## src/rtl/imm_ext_pkg.sv

```systemverilog
// Shared definitions for the immediate-extension arbiter: format codes and the
// output-register state type.
package imm_ext_pkg;

  localparam logic [2:0] FMT_D  = 3'd0;
  localparam logic [2:0] FMT_I  = 3'd1;
  localparam logic [2:0] FMT_CB = 3'd2;
  localparam logic [2:0] FMT_B  = 3'd3;
  localparam logic [2:0] FMT_IW = 3'd4;

  typedef enum logic {
    EMPTY = 1'b0,
    FULL  = 1'b1
  } state_t;

endpackage

```

## src/rtl/imm_field_ext.sv

```systemverilog
// Combinational immediate extractor: maps (instr, fmt) to an extended immediate.
// Optional macro IMM_BRANCH_SHIFT_EN turns CB/B results into byte offsets.
module imm_field_ext
  import imm_ext_pkg::*;
#(
  parameter int DATA_W  = 64,
  parameter int INSTR_W = 32
) (
  input  logic [INSTR_W-1:0] instr,
  input  logic [2:0]         fmt,
  output logic [DATA_W-1:0]  imm,
  output logic               err
);

  logic [DATA_W-1:0] d_ext;
  logic [DATA_W-1:0] i_ext;
  logic [DATA_W-1:0] cb_ext;
  logic [DATA_W-1:0] b_ext;
  logic [DATA_W-1:0] iw_ext;
  logic [DATA_W-1:0] cb_ofs;
  logic [DATA_W-1:0] b_ofs;
  logic [5:0]        iw_shamt;
  logic              unused_instr;

  assign d_ext  = {{(DATA_W-9){instr[20]}}, instr[20:12]};
  assign i_ext  = {{(DATA_W-12){1'b0}}, instr[21:10]};
  assign cb_ext = {{(DATA_W-19){instr[23]}}, instr[23:5]};
  assign b_ext  = {{(DATA_W-26){instr[25]}}, instr[25:0]};

  // IW places the 16-bit chunk at halfword lane instr[22:21].
  assign iw_shamt = {instr[22:21], 4'b0000};
  assign iw_ext   = {{(DATA_W-16){1'b0}}, instr[20:5]} << iw_shamt;

`ifdef IMM_BRANCH_SHIFT_EN
  assign cb_ofs = cb_ext << 2;
  assign b_ofs  = b_ext << 2;
`else
  assign cb_ofs = cb_ext;
  assign b_ofs  = b_ext;
`endif

  // Upper instruction bits belong to no immediate field.
  assign unused_instr = ^instr;

  always_comb begin
    imm = '0;
    err = 1'b0;
    case (fmt)
      FMT_D:   imm = d_ext;
      FMT_I:   imm = i_ext;
      FMT_CB:  imm = cb_ofs;
      FMT_B:   imm = b_ofs;
      FMT_IW:  imm = iw_ext;
      default: err = 1'b1;
    endcase
  end

endmodule

```

## src/rtl/imm_ext_arbiter.sv

```systemverilog
// Two-requester round-robin arbiter feeding a single immediate extractor with a
// one-entry output register. Optional macro: IMM_BRANCH_SHIFT_EN (see imm_field_ext).
module imm_ext_arbiter
  import imm_ext_pkg::*;
#(
  parameter int DATA_W  = 64,
  parameter int INSTR_W = 32
) (
  input  logic               clk,
  input  logic               rst_n,
  input  logic [1:0]         req_valid,
  output logic [1:0]         req_ready,
  input  logic [INSTR_W-1:0] req_instr0,
  input  logic [INSTR_W-1:0] req_instr1,
  input  logic [2:0]         req_fmt0,
  input  logic [2:0]         req_fmt1,
  output logic               out_valid,
  input  logic               out_ready,
  output logic [DATA_W-1:0]  out_imm,
  output logic               out_id,
  output logic               out_err
);

  state_t             state;
  state_t             state_next;
  logic               last_id;
  logic               can_grant;
  logic               grant;
  logic               grant_id;
  logic [INSTR_W-1:0] sel_instr;
  logic [2:0]         sel_fmt;
  logic [DATA_W-1:0]  ext_imm;
  logic               ext_err;

  // Round-robin: under contention the requester not granted last wins.
  always_comb begin
    can_grant = rst_n && ((state == EMPTY) || out_ready);
    case (req_valid)
      2'b10:   grant_id = 1'b1;
      2'b11:   grant_id = ~last_id;
      default: grant_id = 1'b0;
    endcase
    grant     = can_grant && (req_valid != 2'b00);
    req_ready = 2'b00;
    if (grant) begin
      req_ready[grant_id] = 1'b1;
    end
  end

  assign sel_instr = grant_id ? req_instr1 : req_instr0;
  assign sel_fmt   = grant_id ? req_fmt1 : req_fmt0;

  imm_field_ext #(
    .DATA_W (DATA_W),
    .INSTR_W(INSTR_W)
  ) u_field_ext (
    .instr(sel_instr),
    .fmt  (sel_fmt),
    .imm  (ext_imm),
    .err  (ext_err)
  );

  always_ff @(posedge clk or negedge rst_n) begin
    if (!rst_n) begin
      state <= EMPTY;
    end else begin
      state <= state_next;
    end
  end

  always_comb begin
    state_next = state;
    out_valid  = (state == FULL);
    case (state)
      EMPTY: begin
        if (grant) begin
          state_next = FULL;
        end
      end
      FULL: begin
        if (grant) begin
          state_next = FULL;
        end else if (out_ready) begin
          state_next = EMPTY;
        end
      end
    endcase
  end

  // Pointer resets to 1 so requester 0 wins the first tie.
  always_ff @(posedge clk or negedge rst_n) begin
    if (!rst_n) begin
      out_imm <= '0;
      out_id  <= 1'b0;
      out_err <= 1'b0;
      last_id <= 1'b1;
    end else if (grant) begin
      out_imm <= ext_imm;
      out_id  <= grant_id;
      out_err <= ext_err;
      last_id <= grant_id;
    end
  end

endmodule

```

## config.mk

```make
export PLATFORM = sky130hd
export DESIGN_NAME = imm_ext_arbiter
export DESIGN_NICKNAME = d
export VERILOG_FILES = /design/src/rtl/imm_ext_pkg.sv /design/src/rtl/imm_field_ext.sv /design/src/rtl/imm_ext_arbiter.sv
export SDC_FILE = /design/constraint.sdc
export NUM_CORES = 1
export LEC_CHECK = 0
export CAP_MARGIN = 25
export CORE_MARGIN = 3
export CORE_UTILIZATION = 47
export CTS_BUF_LIST = sky130_fd_sc_hd__clkbuf_16
export CTS_CLUSTER_DIAMETER = 50
export CTS_CLUSTER_SIZE = 40
export DETAILED_ROUTE_END_ITERATION = 8
export PLACE_DENSITY_LB_ADDON = 0.25
export SETUP_SLACK_MARGIN = 0.3
export SLEW_MARGIN = 0
export SYNTH_ARGS = -nofsm -noshare
export SYNTH_HDL_FRONTEND = slang
export SYNTH_SLANG_ARGS = --single-unit
```

## constraint.sdc

```tcl
create_clock -name clk -period 2.3 [get_ports clk]
set_input_delay 0.345 -clock clk [delete_from_list [all_inputs] [get_ports clk]]
set_output_delay 0.345 -clock clk [all_outputs]
set_load 0.05 [all_outputs]
```

After elaboration in Yosys (flattened, before gate mapping)
Cells that the tools add are included.
{"block": "word_totals", "regBits": 68, "out_inout_bits": 69, "input_bits": 75}
{"block": "classes", "eq_ne": 6, "bitwise": 2, "n_mux": 12, "shift": 1, "reduce_logical": 7, "order_cmp": 2}
{"op": "$pmux W64 S5", "n": 1}
{"op": "$shl A16 B6 Y64", "n": 1}
{"op": "$mux W26", "n": 1}
{"op": "$eq A3 B2 Y1 const B", "n": 2}
{"op": "$mux W1", "n": 5}
{"op": "$reduce_or A5 Y1", "n": 1}
{"op": "$eq A2 B2 Y1 const B", "n": 2}
{"op": "$pmux W1 S2", "n": 2}
{"op": "$eq A3 B1 Y1 const B", "n": 1}
{"op": "$eq A3 B3 Y1 const B", "n": 1}
{"op": "$logic_and A1 B1 Y1", "n": 3}
{"op": "$logic_not A3 Y1", "n": 1}
{"op": "$mux W3", "n": 1}
{"op": "$lt A1 B2 Y1 const B", "n": 1}
{"op": "$mux W2", "n": 1}
{"op": "$not A1 Y1", "n": 2}
{"op": "$reduce_bool A2 Y1", "n": 1}
{"op": "$demux W1 S1", "n": 1}
{"op": "$ge A1 B1 Y1 const B", "n": 1}
{"op": "$logic_or A1 B1 Y1", "n": 1}

Longest topological paths before layout
{"block": "depth", "word_depth": 7, "ltp_mapped": 8, "ltp_nobuf": 5}

Modules after synthesis
From an unflattened synthesis, not the netlist that was laid out.
{"block": "hier_totals", "hier_cells": 351, "hier_area_um2": 4190.3}
{"mod": "imm_ext_arbiter", "seq_area_each_um2": 1702.9, "instances": 1, "area_each_um2": 3027.9, "cells_each": 189}
{"mod": "imm_field_ext", "seq_area_each_um2": 0.0, "instances": 1, "area_each_um2": 1162.4, "cells_each": 162}

Worst setup path after synthesis
OpenSTA, ideal clock, no wires.
{"block": "synth_timing", "path_type": "reg2out", "from": "register state, in the netlist out_valid", "to": "output req_ready[0]", "arrival_time_ns": 2.087, "stages_incl_launch_ff": 7, "t_required_ns": 1.955, "path_slack_ns": -0.132, "n_path_buf": 3, "cell_sequence": "dfrtp_1 -> nand2b_1 -> nand2b_1 -> buf_2 -> buf_1 -> buf_2 -> nor2_1"}
{"block": "synth_via", "elab_chain_cells": 5}
{"item": "start, declared", "line_no": "imm_ext_arbiter.sv:24", "text": "state_t state;"}
{"item": "start signal, assigned", "line_no": "imm_ext_arbiter.sv:67", "text": "state <= state_next;"}
{"item": "$not A1 Y1"}
{"item": "$logic_or A1 B1 Y1", "line_no": "imm_ext_arbiter.sv:37", "text": "can_grant = rst_n && ((state == EMPTY) || out_ready);"}
{"item": "$logic_and A1 B1 Y1", "line_no": "imm_ext_arbiter.sv:37"}
{"item": "$logic_and A1 B1 Y1", "line_no": "imm_ext_arbiter.sv:43", "text": "grant = can_grant && (req_valid != 2'b00);"}
{"item": "$mux W2", "line_no": "imm_ext_arbiter.sv:45", "text": "if (grant) begin"}
{"item": "end, declared", "line_no": "imm_ext_arbiter.sv:12", "text": "output logic [1:0] req_ready,"}
Every way passes these cells.

Worst setup path in the final report
{"block": "layout_timing", "from": "input req_fmt1[1]", "to": "register out_imm[47]"}
{"block": "layout_via", "elab_chain_cells": 3, "elab_cells_between_ends": 7, "cone_classes": "eq/ne (4); mux (2); reduce/logical (1)"}
{"item": "start, declared", "line_no": "imm_ext_arbiter.sv:16", "text": "input logic [2:0] req_fmt1,"}
{"item": "$mux W3 (*)", "line_no": "imm_ext_arbiter.sv:51", "text": "assign sel_fmt = grant_id ? req_fmt1 : req_fmt0;"}
{"item": "$eq A3 B3 Y1 (tied with other cells)", "line_no": "imm_field_ext.sv:48", "text": "case (fmt)"}
{"item": "$pmux W64 S5 (*)", "line_no": "imm_field_ext.sv:48"}
{"item": "end signal, assigned", "line_no": "imm_ext_arbiter.sv:98", "text": "out_imm <= ext_imm;"}
{"item": "end, declared", "line_no": "imm_ext_arbiter.sv:19", "text": "output logic [DATA_W-1:0] out_imm,"}
Mark *: on every way between the ends. The rest lies on a longest branch, timed or not.
A chain may end at the register's enable or synchronous reset.

==> metrics.cfg <==
[die]
rows=34
pin_count=144
die_h_um=102
design.die.area_um2=10400
die_w_um=102
initial_utilization_pct=49.2
core_area_um2=8850

[placement]
port_buffers=131
gp_routability_congestion=0.960
hpwl_um=13100

[cts]
cts.sinks=68
insertion_delay_ns=0.33
clk_pin_slew_ns=0.06
htreeDepth=3
cts_root_buf=clkbuf_16
ctsHoldBuffers=0
cts_buffers=9
cts_tree=done
max-clock-path-buffers=2

[finish]
fin_nets=717
fin_util_pct=77.2
final.fill_count=623
drive_above_1_share_pct=24.6
area_growth_pct=57.0
n_antenna_cell=0

[yosys]
syn_inst=460
ys_warn_count=0
muxShareOfSynthArea_pct=12.2
synth-xor-area-share_pct=0
synth_compound_area_share_pct=27.5
synth_fa_ha_area_share_pct=0
yosys.area_share.simple_pct=15.9
synthFlopType=dfrtp_1
synth_top_family_by_area=compound AO/OA/AOI/OAI gates
ys_types=52
ys_seq_area_share_pct=39.2
synth_area_um2=4350
synth-async-reset-ratio_pct=100
syn-num-nets=535
synth_edf_count=0
synth.avg_cell_area_um2=9.45
ys_ff_latch=68

[drt]
final_antenna_net_count=0
vias_per_cell=6.64
wl_per_cell_um=24.8
drc=0
finalWirelength_um=18700
dr.first_iter.drc_count=658
dr.pass1.iters=8
via_count=5003

[power_and_ir_drop]
p_per_area_nw_per_um2=757
power.internal_w=0.00322
p_clk_share_pct=31.4
netSwitchingFraction_pct=37.7
power_leakage_nw=3.00
pwr-share-comb_pct=39.7
power.total_w=0.00517
seqPwrFrac_pct=28.9
worst_ir_drop_vdd_mv=0.417
power_switching_w=0.00195

[setup_path]
cp_max_fo=8
start_kind=primary input
cp_cell_sequence=clkdlybuf4s50_1, nor2_1, and3_1, nand2_1, a21oi_4, clkbuf_16, a221o_2
required_ns=2.57
critPathKind=in -> reg
crit_arrival_ns=2.22
slowest_stage=clkdlybuf4s50_1
cpPeakStageDelay_ns=0.45
cp_num_buf_inv=2
cp_top_family=simple AND/OR/NAND/NOR gates
critPathCaptureType=register

[global_route]
grt_pass1_wl_um=27000
antenna_found_initial=0
grt_max_degree=69
overflow=0
grtUsageTotal_pct=34.4
grt_pass1_vias=4867

[sta]
max_freq_mhz=513
drv_slew=0
max_slew_margin_pct=41.1
min_period_over_period_pct=84.7
rsz0062_at_grt=yes
hold_viol=0
tns_ns=0
setup_viol=0
min_period_ns=1.95
skew_ns=0.00513
worst_pin_slew_ns=0.884
hold_ws_ns=0.225

[flow_run]
maxCapViolCount=0

[status]
status=finished clean

[min_path]
hold_class=in -> async

==> per-layer routing <==
layer / vias to the layer above / share of wire, % / global-route usage, %
met3: 71 / 12 / 9.69
met2: 385 / 47 / 54.4
met5: - / 0 / 0
met1: 2423 / 38 / 45.9
met4: 0 / 3.8 / 11.3
li1: 2124 / - / -
==> metrics by stage <==
stage               area, um^2  instances  setup WS (ns)
global route              6830        754          0.291
global placement          6220        730         -0.123
detailed placement        6220        730         -0.217
finish                    6830        754          0.351
floorplan                 4360        460          0.355
CTS                       6600        746          0.268
==> Yosys cell counts (2+ instances only) <==
master | count | area (um^2)
a211o_1 | 3 | 26.3
a211oi_1 | 4 | 30.0
a21o_1 | 3 | 22.5
a21oi_1 | 42 | 210
a21oi_2 | 2 | 17.5
a221o_1 | 29 | 290
a221o_2 | 10 | 113
a221oi_1 | 14 | 123
a31o_2 | 2 | 17.5
a31oi_1 | 7 | 43.8
a32o_1 | 3 | 30.0
and2_1 | 3 | 18.8
and3_1 | 3 | 18.8
buf_1 | 5 | 18.8
buf_2 | 9 | 45.0
buf_4 | 3 | 22.5
clkbuf_1 | 22 | 82.6
dfrtp_1 | 67 | 1680
inv_1 | 12 | 45.0
mux2_2 | 5 | 56.3
mux2i_1 | 7 | 70.1
mux4_2 | 18 | 405
nand2_1 | 108 | 405
nand2b_1 | 5 | 31.3
nand3_1 | 3 | 15.0
nor2_1 | 19 | 71.3
nor2b_1 | 2 | 12.5
nor4b_1 | 3 | 26.3
o211ai_1 | 3 | 22.5
o21ai_0 | 7 | 35.0
o221ai_1 | 10 | 87.6
o22ai_1 | 3 | 18.8
o31ai_1 | 5 | 37.5
==> worst reg2reg max path: cells and delay by family (launching register included) <==
family,cells,cell delay (ns)
flip-flops,1,0.58
buffers and inverters,2,0.39
AO/OA/AOI/OAI,3,0.58
AND/OR/NAND/NOR,2,0.31
==> cell families (layout without fill, tap and decap cells) <==
group                  count (synthesis)  count (layout)
AOI/OAI and AO/OA                    155             155
buffers and inverters                 52             238
DFF                                   68              68
muxes                                 30              30
and+or+nand+nor                      155             155
==> registers in the layout, indices dropped and copies added, names as in the netlist <==
signal / flops
out_valid: 1
out_imm: 64
out_id: 1
last_id: 1
out_err: 1
==> cells in the final DEF (no fill, tap or decap), types with 5 or more instances in the layout <==
| cell | count |
|---|---|
| a221o_1 | 29 |
| mux2i_1 | 7 |
| buf_4 | 67 |
| dfrtp_1 | 66 |
| clkdlybuf4s50_1 | 122 |
| nor2_1 | 15 |
| inv_1 | 12 |
| o221ai_1 | 10 |
| clkbuf_16 | 12 |
| a221oi_1 | 14 |
| dlymetal6s2s_1 | 6 |
| o21ai_0 | 5 |
| o31ai_1 | 5 |
| nand2_1 | 106 |
| a31oi_1 | 6 |
| a221o_2 | 10 |
| mux4_2 | 18 |
| buf_12 | 8 |
| mux2_2 | 5 |
| a21oi_1 | 40 |
==> worst paths after layout <==
check | from | end | slack (ns) | cells past startpoint
setup / recovery | req_fmt1[1] | out_imm[47] | 0.35 | 7
hold / removal | rst_n | out_id | 0.23 | 2
setup reg to reg | last_id | out_imm[22] | 0.38 | 7
hold reg to reg | out_id | out_id | 0.47 | 1
max in group asynchronous | rst_n | out_imm[18] | 1.47 | 2
min in group clk | rst_n | out_valid | 0.27 | 3
==> timing repair <==
action	in CTS	in global routing
setup endpoints to repair	21	58
setup buffers	1	5
gates cloned	0	3
resized for setup	9	22
pin swaps	1	6
==> power groups by stage <==
| stage | sequential (W) | combinational [W] | clock, W |
|---|---|---|---|
| after global routing | 0.00151 | 0.00214 | 0.00168 |
| after global placement | 0.00150 | 0.00195 | 0 |
| final | 0.00149 | 0.00206 | 0.00162 |
| after CTS | 0.00149 | 0.00199 | 0.00162 |
| after floorplan | 0.00211 | 0.000532 | 0 |
| after detailed placement | 0.00151 | 0.00197 | 0 |
==> cell type report <==
class | instances | area, um^2 | area share, %
Clock inverter | 6 | 113 | 1.65
Tap cell | 108 | 135 | 1.98
Inverter | 12 | 45.0 | 0.659
Sequential cell | 68 | 1700 | 24.9
Multi-Input combinational cell | 340 | 2520 | 36.9
Clock buffer | 9 | 225 | 3.30
Timing Repair Buffer | 211 | 2080 | 30.5
(Power assumes the default switching activity.)
